==> src/rtl/iob_cache_write_buffer.sv <==
// -----------------------------------------------------------------------------
// iob_cache_write_buffer
//
// Write-through buffer between the cache front-end and the back-end write
// channel. Front-end word writes {addr, wdata, wstrb} are queued in a small
// circular FIFO. They drain one at a time, in strict order, over the
// write_valid/write_ready handshake. The front-end can therefore retire writes
// without waiting on back-end memory latency.
//
// Optional feature macro: IOB_CACHE_WTB_MERGE_EN
//   When defined, a push whose word address matches the newest entry merges
//   into that entry. The newest entry must not be the head that is under
//   handshake, so level must be >= 2. When undefined, every accepted push
//   allocates a new entry.
//
// Ports
//   clk_i        in   clock, single domain
//   reset        in   synchronous active-low reset
//   push         in   front-end write request (single-cycle qualifier)
//   push_addr    in   word address
//   push_wdata   in   write data
//   push_wstrb   in   byte enables (nonzero)
//   full         out  no free entry (from registered level)
//   empty        out  no entry held (from registered level)
//   level        out  number of entries held, 0..DEPTH
//   write_valid  out  head entry presented to the write channel
//   write_addr   out  head address
//   write_wdata  out  head data
//   write_wstrb  out  head strobe
//   write_ready  in   write channel completed the head transfer
//
// Handshake: a transfer happens on a rising edge where write_valid and
// write_ready are both 1. While write_valid=1 and write_ready=0, the head
// fields are held stable. write_ready is ignored while write_valid=0. There
// is no ready on the push side; upstream must gate push on full.
// -----------------------------------------------------------------------------
module iob_cache_write_buffer #(
   parameter int ADDR_W  = 32,
   parameter int DATA_W  = 32,
   parameter int DEPTH_W = 2
) (
   input  logic                                   clk_i,
   input  logic                                   reset,
   input  logic                                   push,
   input  logic [ADDR_W-$clog2(DATA_W/8)-1:0]     push_addr,
   input  logic [DATA_W-1:0]                      push_wdata,
   input  logic [DATA_W/8-1:0]                    push_wstrb,
   output logic                                   full,
   output logic                                   empty,
   output logic [DEPTH_W:0]                       level,
   output logic                                   write_valid,
   output logic [ADDR_W-$clog2(DATA_W/8)-1:0]     write_addr,
   output logic [DATA_W-1:0]                      write_wdata,
   output logic [DATA_W/8-1:0]                    write_wstrb,
   input  logic                                   write_ready
);

   localparam int NBYTES   = DATA_W / 8;
   localparam int NBYTES_W = $clog2(NBYTES);
   localparam int AW       = ADDR_W - NBYTES_W;
   localparam int DEPTH    = 1 << DEPTH_W;

   logic [AW-1:0]     addr_q  [DEPTH];
   logic [DATA_W-1:0] wdata_q [DEPTH];
   logic [NBYTES-1:0] wstrb_q [DEPTH];
   logic [DEPTH_W-1:0] rptr_q, wptr_q;
   logic [DEPTH_W:0]   level_q, level_d;

   logic pop;
   logic merge;
   logic alloc;

   // level never exceeds DEPTH, so its MSB alone marks the full state
   assign empty       = (level_q == '0);
   assign full        = level_q[DEPTH_W];
   assign level       = level_q;
   assign write_valid = !empty;
   assign write_addr  = addr_q[rptr_q];
   assign write_wdata = wdata_q[rptr_q];
   assign write_wstrb = wstrb_q[rptr_q];

   assign pop = write_valid && write_ready;

`ifdef IOB_CACHE_WTB_MERGE_EN
   logic [DEPTH_W-1:0] newest;
   assign newest = wptr_q - 1'b1;
   // level >= 2 keeps the merge target away from the head under handshake.
   // A merge is allowed even when full, because it needs no new slot.
   assign merge  = push && (level_q > (DEPTH_W+1)'(1))
                   && !(pop && (rptr_q == newest))
                   && (push_addr == addr_q[newest]);
`else
   assign merge  = 1'b0;
`endif

   assign alloc = push && !full && !merge;

   always_comb begin
      level_d = level_q;
      if (alloc && !pop) begin
         level_d = level_q + 1'b1;
      end else if (!alloc && pop) begin
         level_d = level_q - 1'b1;
      end
   end

   always_ff @(posedge clk_i) begin
      if (!reset) begin
         rptr_q  <= '0;
         wptr_q  <= '0;
         level_q <= '0;
         for (int i = 0; i < DEPTH; i++) begin
            addr_q[i]  <= '0;
            wdata_q[i] <= '0;
            wstrb_q[i] <= '0;
         end
      end else begin
         if (alloc) begin
            addr_q[wptr_q]  <= push_addr;
            wdata_q[wptr_q] <= push_wdata;
            wstrb_q[wptr_q] <= push_wstrb;
            wptr_q          <= wptr_q + 1'b1;
         end
`ifdef IOB_CACHE_WTB_MERGE_EN
         if (merge) begin
            for (int b = 0; b < NBYTES; b++) begin
               if (push_wstrb[b]) begin
                  wdata_q[newest][b*8 +: 8] <= push_wdata[b*8 +: 8];
               end
            end
            wstrb_q[newest] <= wstrb_q[newest] | push_wstrb;
         end
`endif
         if (pop) begin
            rptr_q <= rptr_q + 1'b1;
         end
         level_q <= level_d;
      end
   end

endmodule

==> config.mk <==
export PLATFORM = sky130hd
export DESIGN_NAME = iob_cache_write_buffer
export DESIGN_NICKNAME = d
export VERILOG_FILES = /design/src/rtl/iob_cache_write_buffer.sv
export SDC_FILE = /design/constraint.sdc
export NUM_CORES = 1
export LEC_CHECK = 0
export BUFFER_PORTS_ARGS = -buffer_cell sky130_fd_sc_hd__buf_2
export CAP_MARGIN = 10
export CORE_ASPECT_RATIO = 0.8
export CORE_MARGIN = 1
export CORE_UTILIZATION = 58
export CTS_CLUSTER_SIZE = 28
export DETAILED_ROUTE_END_ITERATION = 16
export MAX_ROUTING_LAYER = met4
export PLACE_DENSITY = 0.77
export SYNTH_ARGS = -nofsm -noshare
export SYNTH_HDL_FRONTEND = slang
export SYNTH_SLANG_ARGS = --single-unit
==> constraint.sdc <==
create_clock -name clk_i -period 8.35 [get_ports clk_i]
set_clock_uncertainty 0.1 [all_clocks]
set_input_delay 1.67 -clock clk_i [delete_from_list [all_inputs] [get_ports clk_i]]
set_output_delay 1.67 -clock clk_i [all_outputs]
set_load 0.05 [all_outputs]
# After elaboration in Yosys (flattened, before gate mapping)
# Memory sizes are Yosys's and may differ from the RTL's. A register that Yosys moved wholly into a read port is not among the register bits.
# Index checks and enable logic that the tools add are counted.
[op_classes]
add_sub_neg = 4
multipliers = 0
div_mod_pow = 0
magnitude_cmp = 0
n_eq_ne = 0
n_shift = 0
mux = 21
bitwise_logic = 0
reduce_logical = 13
[op_table]
columns = ["operator", "n"]
rows = [
  ["$mux 32", 1],
  ["$reduce_or 32->1", 1],
  ["$mux 30", 1],
  ["$reduce_or 30->1", 1],
  ["$mux 2", 9],
  ["$mux 1", 7],
  ["$mux 3", 2],
  ["$add 2x1->2 const B", 2],
  ["$logic_and 1x1->1", 4],
  ["$logic_not 1->1", 4],
  ["$mux 4", 1],
  ["$reduce_or 4->1", 1],
  ["$add 3x1->3 const B", 1],
  ["$logic_not 3->1", 1],
  ["$sub 3x1->3 const B", 1],
  ["$reduce_bool 2->1", 1],
]
[totals]
ff_bits = 7
latchBits = 0
ram_bits = 264
mem_bits_ro = 0
in_bits = 70
out_inout_bits = 72
word_cells = 44
mem_count = 3
[memory_table]
columns = ["memory", "words", "width", "rd", "rd_ports_with_merged_regs", "wr", "line_no", "text"]
rows = [
  ["wdata_q", 4, 32, 1, 1, 4, "64", "logic [DATA_W-1:0] wdata_q [DEPTH];"],
  ["addr_q", 4, 30, 1, 1, 4, "63", "logic [AW-1:0] addr_q [DEPTH];"],
  ["wstrb_q", 4, 4, 1, 1, 4, "65", "logic [NBYTES-1:0] wstrb_q [DEPTH];"],
]

# Depth between registers and ports, before layout
[logic_depth]
depth_word = 7
depth_mapped = 10
ltp_nobuf = 7

# Worst setup path after synthesis
# No wires, ideal clock.
[synth_timing]
path_type = "input to register"
start = "input push"
end = "memory addr_q[1][0] (netlist name), enable pin"
arrival_time_ns = 6.451
required_time_ns = 7.669
path_slack_ns = 1.218
path_stages = 2
path_buffers = 0
cell_sequence = "nand3b_1 -> o21ai_0"
[synth_lines]
columns = ["item", "line_no", "text"]
rows = [
  ["from (decl)", "44", "input logic push,"],
  ["to (decl)", "63", ""],
]

==> impl_results.md <==
- Yosys top cell by area: edfxtp_1
- Gr ovfl total: 0
- Total die area: 21000 µm²
- Multiplexer area fraction after synthesis: 0.126
- Synth top area cells: edfxtp_1, mux4_2, and2_1, and3_1, dfxtp_1
- Final hold vios: 0
- Critical path arrival: 2880 ps
- Initial Util: 0.596
- Worst EP required: 6580 ps
- Pre-CTS setup slack: 3910 ps
- IO Pins: 142
- Reg power frac: 0.424
- Top FF cell, synth: edfxtp_1
- Slew Viols, Final: 0
- Critical path buffer and inverter count: 2
- Critical Path End Type: output pin
- Clock slew at reported path FFs: 60 ps
- Max IR drop VDD: 193 µV
- Setup tns final: 0 ps
- Int Pwr: 2.79 mW
- Share of cells above drive strength 1: 0.319
- DR WL/cell: 21.9 µm
- Simple-Gate Fraction of Synth Area: 0.153
- Row count: 46
- Antenna violations before repair: 5
- Avg Cell Area, Syn: 17.2 µm²
- Worst-Margin Slew: 1040 ps
- Die width: 162 µm
- Yosys warning total: 0
- IO Port Bufs: 141
- Unrepaired setup endpoints after global routing: no
- Synth async-reset ratio: 0
- Root buf cell: clkbuf_16
- Startpoint Class: flop
- Adder-cell share of the synthesized area: 0.00274
- GPL Wtd Cong: 0.769
- Slowest-stage cell, CP: buf_4
- Crit path max fanout: 44
- Synth Instances: 691
- Min Tclk post-route: 4650 ps
- Logic depth of the worst setup path including buffers: 3
- Vias in the first global route: 6594
- CP delay by family, top: buffers and inverters
- Total CTS buffers: 27
- Tightest Hold Check Type: flop to flop
- NetSw: 1.45 mW
- R2R setup slack: 5160 ps
- Vias: 6365
- CP Cell Sequence: buf_4, mux4_2, buf_2
- Final period util: 0.556
- ANT nets after route: 0
- Mapped Nets: 763
- Clk_lat worst skew: 520 ps
- Number of synthesized flops with an enable pin: 264
- Post-CTS sizing: 0
- Synth Area in XOR/XNOR: 0.00443
- Die Ht: 130 µm
- R2R cell count: 4
- DR iter-0 viols: 379
- # setup viols final: 0
- Largest family of logic cells by synthesized area: simple AND/OR/NAND/NOR gates
- CP peak stage delay: 790 ps
- Logic pwr share: 0.299
- Maximum clock path buffer count: 3
- Layout Nets: 891
- Share of the synthesized area in the top cell type: 0.668
- FILL cells: 1393
- Most common cell after layout, fill and taps aside: edfxtp_1
- Sw Ratio: 0.343
- Critical Path End: write_addr[27]
- Worst rel slew slack: 0.303
- First-pass GRT wire length: 36.8 mm
- Max Fclk: 215 MHz
- Worst reg2reg path endpoint: addr_q[2][11]$_SDFFCE_PN0P_
- Setup Fix Bufs, Post-CTS: 0
- Critical path class: flop to output pin
- CTS HTree Levels: 1
- Via/cell ratio: 5.74
- Largest net degree at the start of global routing: 80
- Most frequent cells in the layout: edfxtp_1, and2_1, buf_2
- Synthesis-stage register bit count: 273
- Status: complete, no violations
- CTS Hold Bufs: 0
- Clock tree from TritonCTS: built
- First drt pass iteration count: 5
- DP HPWL: 13.2 mm
- Pwr dens: 312 nW/µm²
- Leakage: 5.34 nW
- DR DRC count: 0
- Core area: 19900 µm²
- Synth-to-Final Area Change: 14.6%
- Max Cap Viol: 0
- Distinct cells, synth: 30
- Mapped Area: 11900 µm²
- Final WL: 24.2 mm
- Clock Sinks: 273
- Compound-Gate Fraction of Synth Area: 0.00327
- Sequential fraction of the synthesis area: 0.684
- GRT Resource Usage Total: 0.241
- RR Startpoint: level[2]$_SDFFE_PN0P_
- Clock power share: 0.277
- Final WS setup: 3700 ps
==> synth_stat cells, types with 3 or more instances <==
cell type	n
buf_6	9
clkbuf_2	3
clkbuf_1	23
dfxtp_1	9
and2_1	204
and3_1	66
edfxtp_1	264
o21ai_0	3
buf_2	10
xnor2_1	4
mux4_2	66
buf_4	7
==> flip-flops by register name, summed over array words and instances, names as in the netlist, named ones only <==
name,count
addr_q,120
level,3
rptr_q,2
wstrb_q,16
wptr_q,2
wdata_q,128
==> power by group through the flow <==
stage	clock, mW	sequential (mW)	combinational, mW
floorplan	0	1.78	1.05
global placement	0	1.82	1.27
detailed placement	0	1.83	1.28
CTS	1.19	1.80	1.28
global route	1.23	1.82	1.33
finish	1.17	1.80	1.27
==> layout make-up <==
cell class,instances,area (µm²),share of cell area
antenna,6,15.0,0.00110
clock buffer,43,806,0.0593
clock inverter,6,56.3,0.00414
inverter,3,11.3,0.000828
multi-input combinational,363,3480,0.256
sequential,273,8120,0.597
tap,264,330,0.0243
timing repair buffer,151,781,0.0574
==> routing by layer <==
| layer | global-route usage | wire (µm) | vias up | share of wire |
|---|---|---|---|---|
| li1 | - | - | 2873 | - |
| met1 | 0.304 | 9960 | 3286 | 0.41 |
| met2 | 0.410 | 12500 | 174 | 0.52 |
| met3 | 0.0483 | 1420 | 32 | 0.058 |
| met4 | 0.0538 | 333 | 0 | 0.014 |
| met5 | - | 0 | - | 0 |
==> worst min path at each step <==
stage                                 from   end  slack (ps)  cells after the start
global placement    rptr_q[1]$_SDFFE_PN0P_  flop         470                      2
finish              rptr_q[1]$_SDFFE_PN0P_  flop         490                      2
global route        rptr_q[1]$_SDFFE_PN0P_  flop         540                      2
floorplan           rptr_q[1]$_SDFFE_PN0P_  flop         450                      2
detailed placement  rptr_q[1]$_SDFFE_PN0P_  flop         470                      2
CTS                 rptr_q[1]$_SDFFE_PN0P_  flop         490                      2
==> kinds of logic (layout without fill, tap and decap cells) <==
family	count (synthesis)	after routing
buffers and inverters	55	203
other	0	6
DFF	273	273
muxes	67	67
and+or+nand+nor	282	282
AOI/OAI and AO/OA	6	6
adders and majority gates	2	2
xor gates and xnor gates	6	6
==> worst register-to-register path, delay by kind of cell (launching register included) <==
kind | cells | cell delay (ps)
DFF | 1 | 480
and+or+nand+nor | 3 | 1590
buffers and inverters | 1 | 570
==> metrics by stage <==
stage | hold slack [ps] | power (mW) | std cells | area [µm²] | utilization
2_1_floorplan | 450 | 2.82 | 691 | 11900 | -
3_3_place_gp | 465 | 3.08 | 1054 | 12700 | 0.638
3_5_place_dp | 473 | 3.11 | 1054 | 12700 | 0.638
4_1_cts | 494 | 4.27 | 1103 | 13600 | 0.682
5_1_grt | 543 | 4.38 | 1108 | 13600 | 0.682
6_report | 494 | 4.24 | 1109 | 13600 | 0.683
No activity file was read; power rests on OpenSTA's default activity.
